**config.mk**
```make
export PLATFORM = sky130hd
export DESIGN_NAME = ramp_counter
export DESIGN_NICKNAME = d
export VERILOG_FILES = /design/src/rtl/ramp_counter_pkg.sv /design/src/rtl/ramp_counter.sv
export SDC_FILE = /design/constraint.sdc
export NUM_CORES = 1
export LEC_CHECK = 0
export CELL_PAD_IN_SITES_DETAIL_PLACEMENT = 1
export CELL_PAD_IN_SITES_GLOBAL_PLACEMENT = 2
export CORE_AREA = 2 2 58 60
export CTS_BUF_LIST = sky130_fd_sc_hd__clkbuf_16
export CTS_CLUSTER_DIAMETER = 120
export DETAILED_ROUTE_END_ITERATION = 8
export DIE_AREA = 0 0 60 62
export PLACE_DENSITY_LB_ADDON = 0.3
export SLEW_MARGIN = 20
export SYNTH_ARGS = -nofsm -noshare
export SYNTH_HDL_FRONTEND = slang
export SYNTH_SLANG_ARGS = --single-unit
```
**constraint.sdc**
```tcl
create_clock -name clk_i -period 1.7 [get_ports clk_i]
set_input_delay 0.34 -clock clk_i [delete_from_list [all_inputs] [get_ports clk_i]]
set_output_delay 0.34 -clock clk_i [all_outputs]
set_load 0.005 [all_outputs]
```
**src/rtl/ramp_counter_pkg.sv**
```systemverilog
// rtl/ramp_counter_pkg.sv - shared mode and direction encodings for the DAC ramp counter
package ramp_counter_pkg;

    localparam logic [1:0] MODE_UP_SAW = 2'b00;
    localparam logic [1:0] MODE_DN_SAW = 2'b01;
    localparam logic [1:0] MODE_TRI    = 2'b10;
    localparam logic [1:0] MODE_HOLD   = 2'b11;

    localparam logic DIR_UP   = 1'b0;
    localparam logic DIR_DOWN = 1'b1;

endpackage

```
**src/rtl/ramp_counter.sv**
```systemverilog
// rtl/ramp_counter.sv - DAC code generator: up/down sawtooth, triangle or hold
module ramp_counter
    import ramp_counter_pkg::*;
#(
    parameter int CNT_WIDTH = 3
) (
    input  logic                 clk_i,
    input  logic                 rst_i,
    input  logic                 en_i,
    input  logic [1:0]           mode_i,
    input  logic [CNT_WIDTH-1:0] max_i,
    input  logic                 load_i,
    input  logic [CNT_WIDTH-1:0] load_val_i,
    output logic [CNT_WIDTH-1:0] cnt_o,
    output logic                 tc_o,
    output logic                 dir_o
);

    localparam logic [CNT_WIDTH-1:0] ZERO = '0;
    localparam logic [CNT_WIDTH-1:0] ONE  = CNT_WIDTH'(1);

    logic [CNT_WIDTH-1:0] cnt_q, cnt_d;
    logic                 dir_q, dir_d;
    logic                 tc_q, tc_d;
    logic                 max_zero;

    assign max_zero = (max_i == ZERO);

    always_ff @(posedge clk_i) begin
        if (rst_i) begin
            cnt_q <= ZERO;
            dir_q <= DIR_UP;
            tc_q  <= 1'b0;
        end else begin
            cnt_q <= cnt_d;
            dir_q <= dir_d;
            tc_q  <= tc_d;
        end
    end

    // dir_q doubles as the triangle UP/DOWN state; saw modes just force it
    always_comb begin
        cnt_d = cnt_q;
        dir_d = dir_q;
        tc_d  = 1'b0;
        if (load_i) begin
            cnt_d = load_val_i;
        end else if (en_i) begin
            case (mode_i)
                MODE_UP_SAW: begin
                    dir_d = DIR_UP;
                    if (cnt_q >= max_i) begin
                        cnt_d = ZERO;
                        tc_d  = 1'b1;
                    end else begin
                        cnt_d = cnt_q + ONE;
                    end
                end
                MODE_DN_SAW: begin
                    dir_d = DIR_DOWN;
                    if (cnt_q == ZERO) begin
                        cnt_d = max_i;
                        tc_d  = 1'b1;
                    end else begin
                        cnt_d = cnt_q - ONE;
                    end
                end
                MODE_TRI: begin
                    if (dir_q == DIR_UP) begin
                        if (cnt_q >= max_i) begin
                            // peak is shown once: step straight to max-1
                            cnt_d = max_zero ? ZERO : (max_i - ONE);
                            dir_d = DIR_DOWN;
                            tc_d  = 1'b1;
                        end else begin
                            cnt_d = cnt_q + ONE;
                        end
                    end else begin
                        if (cnt_q == ZERO) begin
                            cnt_d = max_zero ? ZERO : ONE;
                            dir_d = DIR_UP;
                            tc_d  = 1'b1;
                        end else begin
                            cnt_d = cnt_q - ONE;
                        end
                    end
                end
                default: begin
                    cnt_d = cnt_q;
                end
            endcase
        end
    end

    always_comb begin
        cnt_o = cnt_q;
        tc_o  = tc_q;
        dir_o = dir_q;
    end

endmodule

```
[Word-level counts from Yosys, hierarchy flattened]
Index checks and enable logic that the tools add are counted.
Word-level totals
  bits in registers: 5
  bits in latches: 0
  input port bits: 12
  word-level logic and storage cells: 37
  output and inout bits: 5
  memories: 0
  memory bits (writable): 0
  memory bits (read-only): 0
Operators by class
  reductions and logical operators: 9
  add/sub/neg operators: 3
  bitwise gates (word level): 2
  shift operators: 0
  equality and inequality tests: 2
  order comparisons: 1
  mux-type cells: 17
  multipliers: 0
  div/mod/pow operators: 0
Operators with widths (count)
  2-to-1 mux 3 bit: 8
  one-hot mux 3 bit (3 select lines): 1
  logical NOT 3 bit: 2
  2-to-1 mux 1 bit: 6
  one-hot mux 1 bit (3 select lines): 2
  subtractor 3 x 1 -> 3 bit (second input constant): 2
  nonzero test 4 bit: 1
  adder 3 x 1 -> 3 bit (second input constant): 1
  greater-or-equal comparator 3 bit: 1
  AND reduction 3 bit: 1
  nonzero test 3 bit: 1
  OR reduction 3 bit: 1
  == test 2 x 1 -> 1 bit (second input constant): 1
  == test 2 bit (second input constant): 1
  logical NOT 2 bit: 1
  NOT 1 bit: 2
  AND reduction 2 bit: 1
  nonzero test 2 bit: 1

[Logic depth before layout (Yosys ltp)]
Gate-level depths: netlist of the first run.
  depth in word-level cells: 7
  depth in mapped cells: 9
  depth with buffers taken out: 8

[Worst setup path before layout of the first run]
No wires, ideal clock.
  path type: reg-to-reg
  from: reg cnt_q[0] (netlist: cnt_o[0])
  to: reg cnt_q[2] (netlist: cnt_o[2])
  data arrival time: 1.765 ns
  data required time: 1.609 ns
  path slack: -0.156 ns
  cell stages (with the launch flop): 9
  period minus slack after synthesis: 1.856 ns
  buffers on the path: 0
  library setup time: 0.091 ns
  cells stage by stage: dfxtp_1 > inv_1 > ha_1 > ha_1 > or2b_1 > nand3_1 > a311oi_1 > a211oi_1 > a311oi_1
On the way
  cells in the longest elaborated chain, start to end: 6
  elaborated cells between the ends (all ways): 12
  classes of those cells: add/sub: 2; order compare: 1; mux: 8; reduce/logical: 1
RTL lines
  start: declaration: RTL line ramp_counter.sv:22  | logic [CNT_WIDTH-1:0] cnt_q, cnt_d;
  start signal: assignment: RTL line ramp_counter.sv:35  | cnt_q <= cnt_d;
  adder 3 x 1 -> 3 bit, or another cell as far along: RTL line ramp_counter.sv:56, ramp_counter.sv:76
  2-to-1 mux 3 bit (on tied branches): RTL line ramp_counter.sv:70, ramp_counter.sv:79
  2-to-1 mux 3 bit: RTL line ramp_counter.sv:69  | if (dir_q == DIR_UP) begin
  one-hot mux 3 bit (3 select lines) *: RTL line ramp_counter.sv:49  | case (mode_i)
  2-to-1 mux 3 bit *: RTL line ramp_counter.sv:48  | end else if (en_i) begin
  2-to-1 mux 3 bit *: RTL line ramp_counter.sv:46  | if (load_i) begin
Mark *: on every way between the ends. The rest lies on a longest branch, timed or not. The select of a mux whose other input is x is not followed.
A chain may end at the register's enable or synchronous reset.

[Worst setup path after layout of the first run]
  from: reg cnt_q[1] (netlist: cnt_o[1])
  to: reg cnt_q[2] (netlist: cnt_o[2])
Same word-level chain as after synthesis.

==> impl_metrics.env, run 1 <==
export IMPL_run_status="finished, violations left"
export IMPL_violations="negative setup slack"
export IMPL_hold_class="reg -> reg"
export IMPL_grt_max_degree=10
export IMPL_io_buffers=16
export IMPL_fp_dieW_um=60
export IMPL_mostFrequentLayoutCells="sky130_fd_sc_hd__buf_4 (28), sky130_fd_sc_hd__clkdlybuf4s50_1 (11), sky130_fd_sc_hd__nand2_1 (10)"
export IMPL_clock_root_buffer="sky130_fd_sc_hd__clkbuf_16"
export IMPL_report_power_total_uw=938
export IMPL_detail_placement_hpwl_um=1830
export IMPL_sequential_cell_area_um2=108
export IMPL_worst_setup_hold_path_clk_slew_ns=0.04
export IMPL_clockBufferDepth=2
export IMPL_report_final_setup_viol=1
export IMPL_avgViaCountPerCell=4.74
export IMPL_yosys_warns=0
export IMPL_critPathArrivalTime_ns=1.88
export IMPL_final_critical_path_setup_slack_ns=-0.0460
export IMPL_top_level_ports=17
export IMPL_utilization=0.429
export IMPL_rsz0062_at_grt="yes"
export IMPL_synthToLayoutAreaGrowth_pct=85.4
export IMPL_worstMarginPinSlew_ns=0.277
export IMPL_die_height_um=62
export IMPL_cts_sink_count=5
export IMPL_timing_max_slew_rel_slack=0.815
export IMPL_antenna_violations_before_repair=0
export IMPL_proportion_of_synthesized_chip_area_in_sequential_cells=0.136
export IMPL_mappedNetlistArea_um2=736
export IMPL_avgRoutedWirePerCell_um=14.1
export IMPL_drv_max_cap_violation_count=0
export IMPL_post_route_cells_drive_above_1_share=0.478
export IMPL_final_min_period_over_clock_period=1.03
export IMPL_criticalPathCategory="reg -> reg"
export IMPL_grt_pass1_wl_um=4210
export IMPL_routed_wire_length_um=2590
export IMPL_gr_max_usage_layer="met2"
export IMPL_grt_remaining_overflow=0
export IMPL_core_area_um2=3180
export IMPL_multi_input_comb_area_um2=704
export IMPL_synth_nets=117
export IMPL_placementRows=21
export IMPL_layoutNonFillerInstCount=184
export IMPL_ant_nets=0
export IMPL_clock_skew_final_ns=0.00419
export IMPL_timing_final_crit_period_ns=1.75
export IMPL_nNetsFinal=164
export IMPL_htree_levels=1
export IMPL_worstPathMaxFanout=3
export IMPL_grt_met3_usage=0.0186
export IMPL_grt_usage=0.153
export IMPL_floorplan_die_area_um2=3720
export IMPL_drt_first_pass_iters=5
export IMPL_routabilityCongestion=0.793
export IMPL_vias=873
export IMPL_tritoncts="done"
export IMPL_timing_final_max_slew_violations=0
export IMPL_diodes=0
export IMPL_global_route_usage_met1=0.167
export IMPL_clkLatencyLatePin_ns=0.24
export IMPL_cts_buffers=3
export IMPL_crit_path_end_kind="flip-flop"
export IMPL_netlist_instances=92
export IMPL_start_kind="flip-flop"
export IMPL_drc=0
export IMPL_start_util=0.231
export IMPL_placed_cells_incl_taps=175
export IMPL_worstPathRequired_ns=1.83
export IMPL_total_leakage_power_uw=0.000594
export IMPL_vdd_ir_drop_worst_mv=0.287
export IMPL_fmax_mhz=573
export IMPL_yosysUniqueCellTypes=36
export IMPL_count_of_endpoints_failing_hold_in_the_final_timing_report=0
export IMPL_dr_first_iter_drc_count=18
export IMPL_synth_ff_latch_count=5
export IMPL_final_fill_count=388
export IMPL_syn_avg_cell_area_um2=8.00
export IMPL_final_common_cell="sky130_fd_sc_hd__buf_4"
export IMPL_powerDensity_nw_per_um2=688
export IMPL_first_global_vias=926
export IMPL_met2_usage=0.300
-- per-layer routing --
layer / routed length [um] / up-vias
met5: 0 / -
met4: 56 / 0
met1: 1040 / 425
li1: - / 425
met3: 53 / 6
met2: 1430 / 17
-- registers in the layout, summed over array words and instances (netlist names) --
| signal | flops |
|---|---|
| cnt_o | 3 |
| tc_o | 1 |
| dir_o | 1 |
-- worst paths after layout --
| kind | from | to | slack [ns] | depth (start not counted) |
|---|---|---|---|---|
| setup / recovery | cnt_o[1] | cnt_o[2] | -0.05 | 8 |
| hold / removal | dir_o | dir_o | 0.54 | 2 |
| setup reg to reg | cnt_o[1] | cnt_o[2] | -0.05 | 8 |
| hold reg to reg | dir_o | dir_o | 0.54 | 2 |
-- where the power goes --
group | internal [uW] | switching, uW
sequential | 126 | 9.72
clock | 306 | 93.9
combinational | 215 | 187
-- Yosys cell counts --
master / n / share of area
sky130_fd_sc_hd__ha_1: 13 / 0.22
sky130_fd_sc_hd__inv_1: 11 / 0.056
sky130_fd_sc_hd__nand2_1: 10 / 0.051
sky130_fd_sc_hd__dfxtp_1: 5 / 0.14
sky130_fd_sc_hd__nor2_1: 5 / 0.026
sky130_fd_sc_hd__a21oi_1: 4 / 0.027
sky130_fd_sc_hd__o21ai_0: 4 / 0.027
sky130_fd_sc_hd__a211oi_1: 3 / 0.031
sky130_fd_sc_hd__a31oi_1: 3 / 0.026
sky130_fd_sc_hd__a21bo_2: 2 / 0.027
sky130_fd_sc_hd__a21oi_2: 2 / 0.024
sky130_fd_sc_hd__a311oi_1: 2 / 0.024
sky130_fd_sc_hd__buf_2: 2 / 0.014
sky130_fd_sc_hd__mux2i_1: 2 / 0.027
sky130_fd_sc_hd__nor3b_1: 2 / 0.020
sky130_fd_sc_hd__o21ai_4: 2 / 0.044
sky130_fd_sc_hd__a21o_1: 1 / 0.010
sky130_fd_sc_hd__a221o_1: 1 / 0.014
sky130_fd_sc_hd__a222oi_1: 1 / 0.014
sky130_fd_sc_hd__a22o_1: 1 / 0.012
sky130_fd_sc_hd__buf_4: 1 / 0.010
sky130_fd_sc_hd__buf_6: 1 / 0.015
sky130_fd_sc_hd__nand2_2: 1 / 0.0085
sky130_fd_sc_hd__nand2b_1: 1 / 0.0085
sky130_fd_sc_hd__nand3_1: 1 / 0.0068
sky130_fd_sc_hd__nand4_1: 1 / 0.0085
sky130_fd_sc_hd__nor2b_4: 1 / 0.019
sky130_fd_sc_hd__nor3_1: 1 / 0.0068
sky130_fd_sc_hd__o2111ai_1: 1 / 0.012
sky130_fd_sc_hd__o211a_1: 1 / 0.014
sky130_fd_sc_hd__o21ai_1: 1 / 0.0068
sky130_fd_sc_hd__o311a_1: 1 / 0.014
sky130_fd_sc_hd__o31ai_1: 1 / 0.010
sky130_fd_sc_hd__or2_1: 1 / 0.0085
sky130_fd_sc_hd__or2b_1: 1 / 0.010
sky130_fd_sc_hd__xnor2_1: 1 / 0.012
-- area by class of cell --
type                       count  share of cell area
clock buffer                   3              0.0550
multi-input combinational     73               0.517
inverter                      11              0.0321
timing repair buffer          45               0.272
tap                           46              0.0422
sequential                     5              0.0789
clock inverter                 1             0.00275
-- repair_timing --
| action | CTS | global route |
|---|---|---|
| buffers inserted | 4 | 1 |
| gates resized for setup | 31 | 5 |
| cloned | 1 | 0 |
| hold buffers | 0 | 0 |
| pin swaps | 13 | 6 |
| setup endpoints to repair | 5 | 5 |
-- per-stage QoR --
stage | hold slack [ns] | setup slack [ns] | TNS, ns | cell area (um2)
2_1_floorplan | 0.403 | 0.0219 | 0 | 742
3_3_place_gp | 0.576 | -0.460 | -2.17 | 1120
3_5_place_dp | 0.585 | -0.501 | -2.38 | 1120
4_1_cts | 0.591 | 0.00788 | 0 | 1350
5_1_grt | 0.561 | -0.111 | -0.204 | 1360
6_report | 0.544 | -0.0460 | -0.0460 | 1360
-- critical path, cell delays in order (launching register included) --
cell                       delay [ns]
sky130_fd_sc_hd__dfxtp_2         0.34
sky130_fd_sc_hd__inv_2           0.05
sky130_fd_sc_hd__ha_4            0.16
sky130_fd_sc_hd__ha_4            0.20
sky130_fd_sc_hd__or2b_1          0.17
sky130_fd_sc_hd__nand3_2         0.12
sky130_fd_sc_hd__a311oi_2        0.28
sky130_fd_sc_hd__a211oi_2        0.09
sky130_fd_sc_hd__a311oi_1        0.23
-- cells by family after synthesis --
group                      Yosys count  synth area share
muxes                                2            0.0272
and+or+nand+nor                     25             0.173
buffers and inverters               15            0.0952
xor gates and xnor gates             1            0.0119
DFF                                  5             0.136
adders and majority gates           13             0.221
AOI/OAI and AO/OA                   31             0.335
Note: power is estimated with default switching activity, not from simulation.
==> run 2, diff against run 1 <==
--- a/config.mk
+++ b/config.mk
@@ -7,13 +7,13 @@
 export LEC_CHECK = 0
 export CELL_PAD_IN_SITES_DETAIL_PLACEMENT = 1
 export CELL_PAD_IN_SITES_GLOBAL_PLACEMENT = 2
-export CORE_AREA = 2 2 58 60
+export CORE_AREA = 2 2 61 57
 export CTS_BUF_LIST = sky130_fd_sc_hd__clkbuf_16
 export CTS_CLUSTER_DIAMETER = 120
 export DETAILED_ROUTE_END_ITERATION = 8
-export DIE_AREA = 0 0 60 62
+export DIE_AREA = 0 0 63 59
+export MAX_ROUTING_LAYER = met4
 export PLACE_DENSITY_LB_ADDON = 0.3
-export SLEW_MARGIN = 20
 export SYNTH_ARGS = -nofsm -noshare
 export SYNTH_HDL_FRONTEND = slang
 export SYNTH_SLANG_ARGS = --single-unit
==> impl_metrics.env, run 2 (same netlist as run 1, synthesis figures left out) <==
export IMPL_seq_power_share=0.139
export IMPL_routed_wire_length_um=2670
export IMPL_grt_usage=0.166
export IMPL_first_global_vias=958
export IMPL_io_buffers=16
export IMPL_vdd_ir_drop_worst_mv=0.283
export IMPL_worst_setup_hold_path_clk_slew_ns=0.03
export IMPL_timing_max_slew_rel_slack=0.799
export IMPL_report_power_total_uw=965
export IMPL_dr_first_iter_drc_count=15
export IMPL_timing_final_max_slew_violations=0
export IMPL_tritoncts="done"
export IMPL_avgViaCountPerCell=4.76
export IMPL_clockBufferDepth=2
export IMPL_hold_class="reg -> reg"
export IMPL_vias=857
export IMPL_stdcell_area_um2=1370
export IMPL_switching_power_uw=291
export IMPL_drc=0
export IMPL_grt_remaining_overflow=0
export IMPL_total_leakage_power_uw=0.000594
export IMPL_clock_skew_final_ns=0.000857
export IMPL_count_of_endpoints_failing_hold_in_the_final_timing_report=0
export IMPL_cts_buffers=3
export IMPL_ant_nets=0
export IMPL_final_common_cell="sky130_fd_sc_hd__buf_4"
export IMPL_avgRoutedWirePerCell_um=14.8
export IMPL_placedInstanceArea_um2=1080
export IMPL_drt_first_pass_iters=4
export IMPL_clkLatencyLatePin_ns=0.23
export IMPL_internal_power_component_uw=673
export IMPL_core_area_um2=3020
export IMPL_antenna_violations_before_repair=0
export IMPL_htree_levels=1
export IMPL_grt_max_degree=10
export IMPL_final_critical_path_setup_slack_ns=-0.119
export IMPL_worstPathMaxFanout=4
export IMPL_top_level_ports=17
export IMPL_combPwrFrac=0.457
export IMPL_violations="negative setup slack"
export IMPL_p_clk_frac=0.404
export IMPL_floorplan_die_area_um2=3720
export IMPL_netSwitchingFraction=0.302
export IMPL_worstMarginPinSlew_ns=0.302
export IMPL_fmax_mhz=550
export IMPL_powerDensity_nw_per_um2=702
export IMPL_criticalPathCategory="reg -> reg"
export IMPL_report_final_setup_viol=4
export IMPL_start_util=0.244
export IMPL_fp_dieW_um=63
export IMPL_crit_path_end_kind="flip-flop"
export IMPL_nNetsFinal=164
export IMPL_critPathArrivalTime_ns=1.95
export IMPL_start_kind="flip-flop"
export IMPL_drv_max_cap_violation_count=0
export IMPL_grt_pass1_wl_um=4570
export IMPL_synthToLayoutAreaGrowth_pct=86.7
export IMPL_placementRows=19
export IMPL_die_height_um=59
export IMPL_diodes=0
export IMPL_timing_final_crit_period_ns=1.82
export IMPL_final_min_period_over_clock_period=1.07
export IMPL_detail_placement_hpwl_um=1940
export IMPL_post_route_cells_drive_above_1_share=0.478
export IMPL_number_of_flip_flops_in_the_largest_register=3
export IMPL_routabilityCongestion=0.829
export IMPL_rsz0062_at_grt="yes"
export IMPL_mostFrequentLayoutCells="sky130_fd_sc_hd__buf_4 (27), sky130_fd_sc_hd__clkdlybuf4s50_1 (11), sky130_fd_sc_hd__inv_1 (8), sky130_fd_sc_hd__nand2_1 (8), sky130_fd_sc_hd__ha_1 (6)"
export IMPL_clock_root_buffer="sky130_fd_sc_hd__clkbuf_16"
export IMPL_cts_sink_count=5
export IMPL_run_status="finished, violations left"
export IMPL_worstPathRequired_ns=1.84
-- run 2: changes by cell type in the layout (fill, tap and decap cells not counted), sizes merged --
cell         delta
clkinvlp        +1
buf             +1
o21ai           -1
inv             -1
dlygate4sd2     +1
clkbuf          -1
-- run 2: cell type report --
class | instances | area, um2
flip-flops and latches | 5 | 105
inverters | 11 | 45.0
clock inverters | 1 | 3.75
well taps | 42 | 52.6
clock buffers | 3 | 75.1
fillers | 361 | 1650
multi-input cells | 72 | 702
repair buffers | 46 | 390
-- run 2: metal layers --
metal	GRT usage	wire [um]	vias up	part of all wire
li1	-	-	424	-
met1	0.190	1150	415	0.43
met2	0.298	1400	14	0.52
met3	0.0323	73	4	0.027
met4	0.0508	50	0	0.019
met5	-	0	-	0
-- run 2: worst max-delay path, cell delays in order (launching register included) --
cell and delay (ns):
sky130_fd_sc_hd__dfxtp_4 0.35, sky130_fd_sc_hd__clkinvlp_4 0.16, sky130_fd_sc_hd__ha_4 0.22, sky130_fd_sc_hd__buf_4 0.14
sky130_fd_sc_hd__inv_1 0.05, sky130_fd_sc_hd__ha_2 0.18, sky130_fd_sc_hd__o21ai_2 0.07, sky130_fd_sc_hd__a311oi_2 0.27
sky130_fd_sc_hd__a211oi_1 0.08, sky130_fd_sc_hd__a311oi_1 0.21
-- run 2: final timing paths --
path,start,to,slack (ns),cells past startpoint
max,cnt_o[0],cnt_o[2],-0.12,9
min,dir_o,dir_o,0.55,2
max reg2reg,cnt_o[0],cnt_o[2],-0.12,9
min reg2reg,dir_o,dir_o,0.55,2
-- run 2: metrics by stage --
stage	hold slack (ns)	cells	TNS, ns	utilization	setup WS (ns)
6_report	0.548	180	-0.211	0.455	-0.119
5_1_grt	0.613	180	-0.658	0.455	-0.238
4_1_cts	0.595	178	-0.323	0.438	-0.115
3_5_place_dp	0.595	167	-2.49	0.359	-0.562
3_3_place_gp	0.581	167	-2.20	0.359	-0.472
2_1_floorplan	0.403	92	0	-	0.0219
-- run 2: power by group through the flow --
stage               combinational (uW)  clock, uW  sequential (uW)
global placement                   311          0              133
CTS                                405        395              134
floorplan                          178          0              136
global route                       481        407              135
detailed placement                 318          0              134
finish                             441        390              134
-- run 2: repair_timing --
action                                  4_1_cts  5_1_grt
hold buffers                                  0        0
setup buffers                                 7        2
endpoints found under the setup margin        5        6
resized for setup                            28       11
pin swaps                                    17        6
cloned                                        0        0
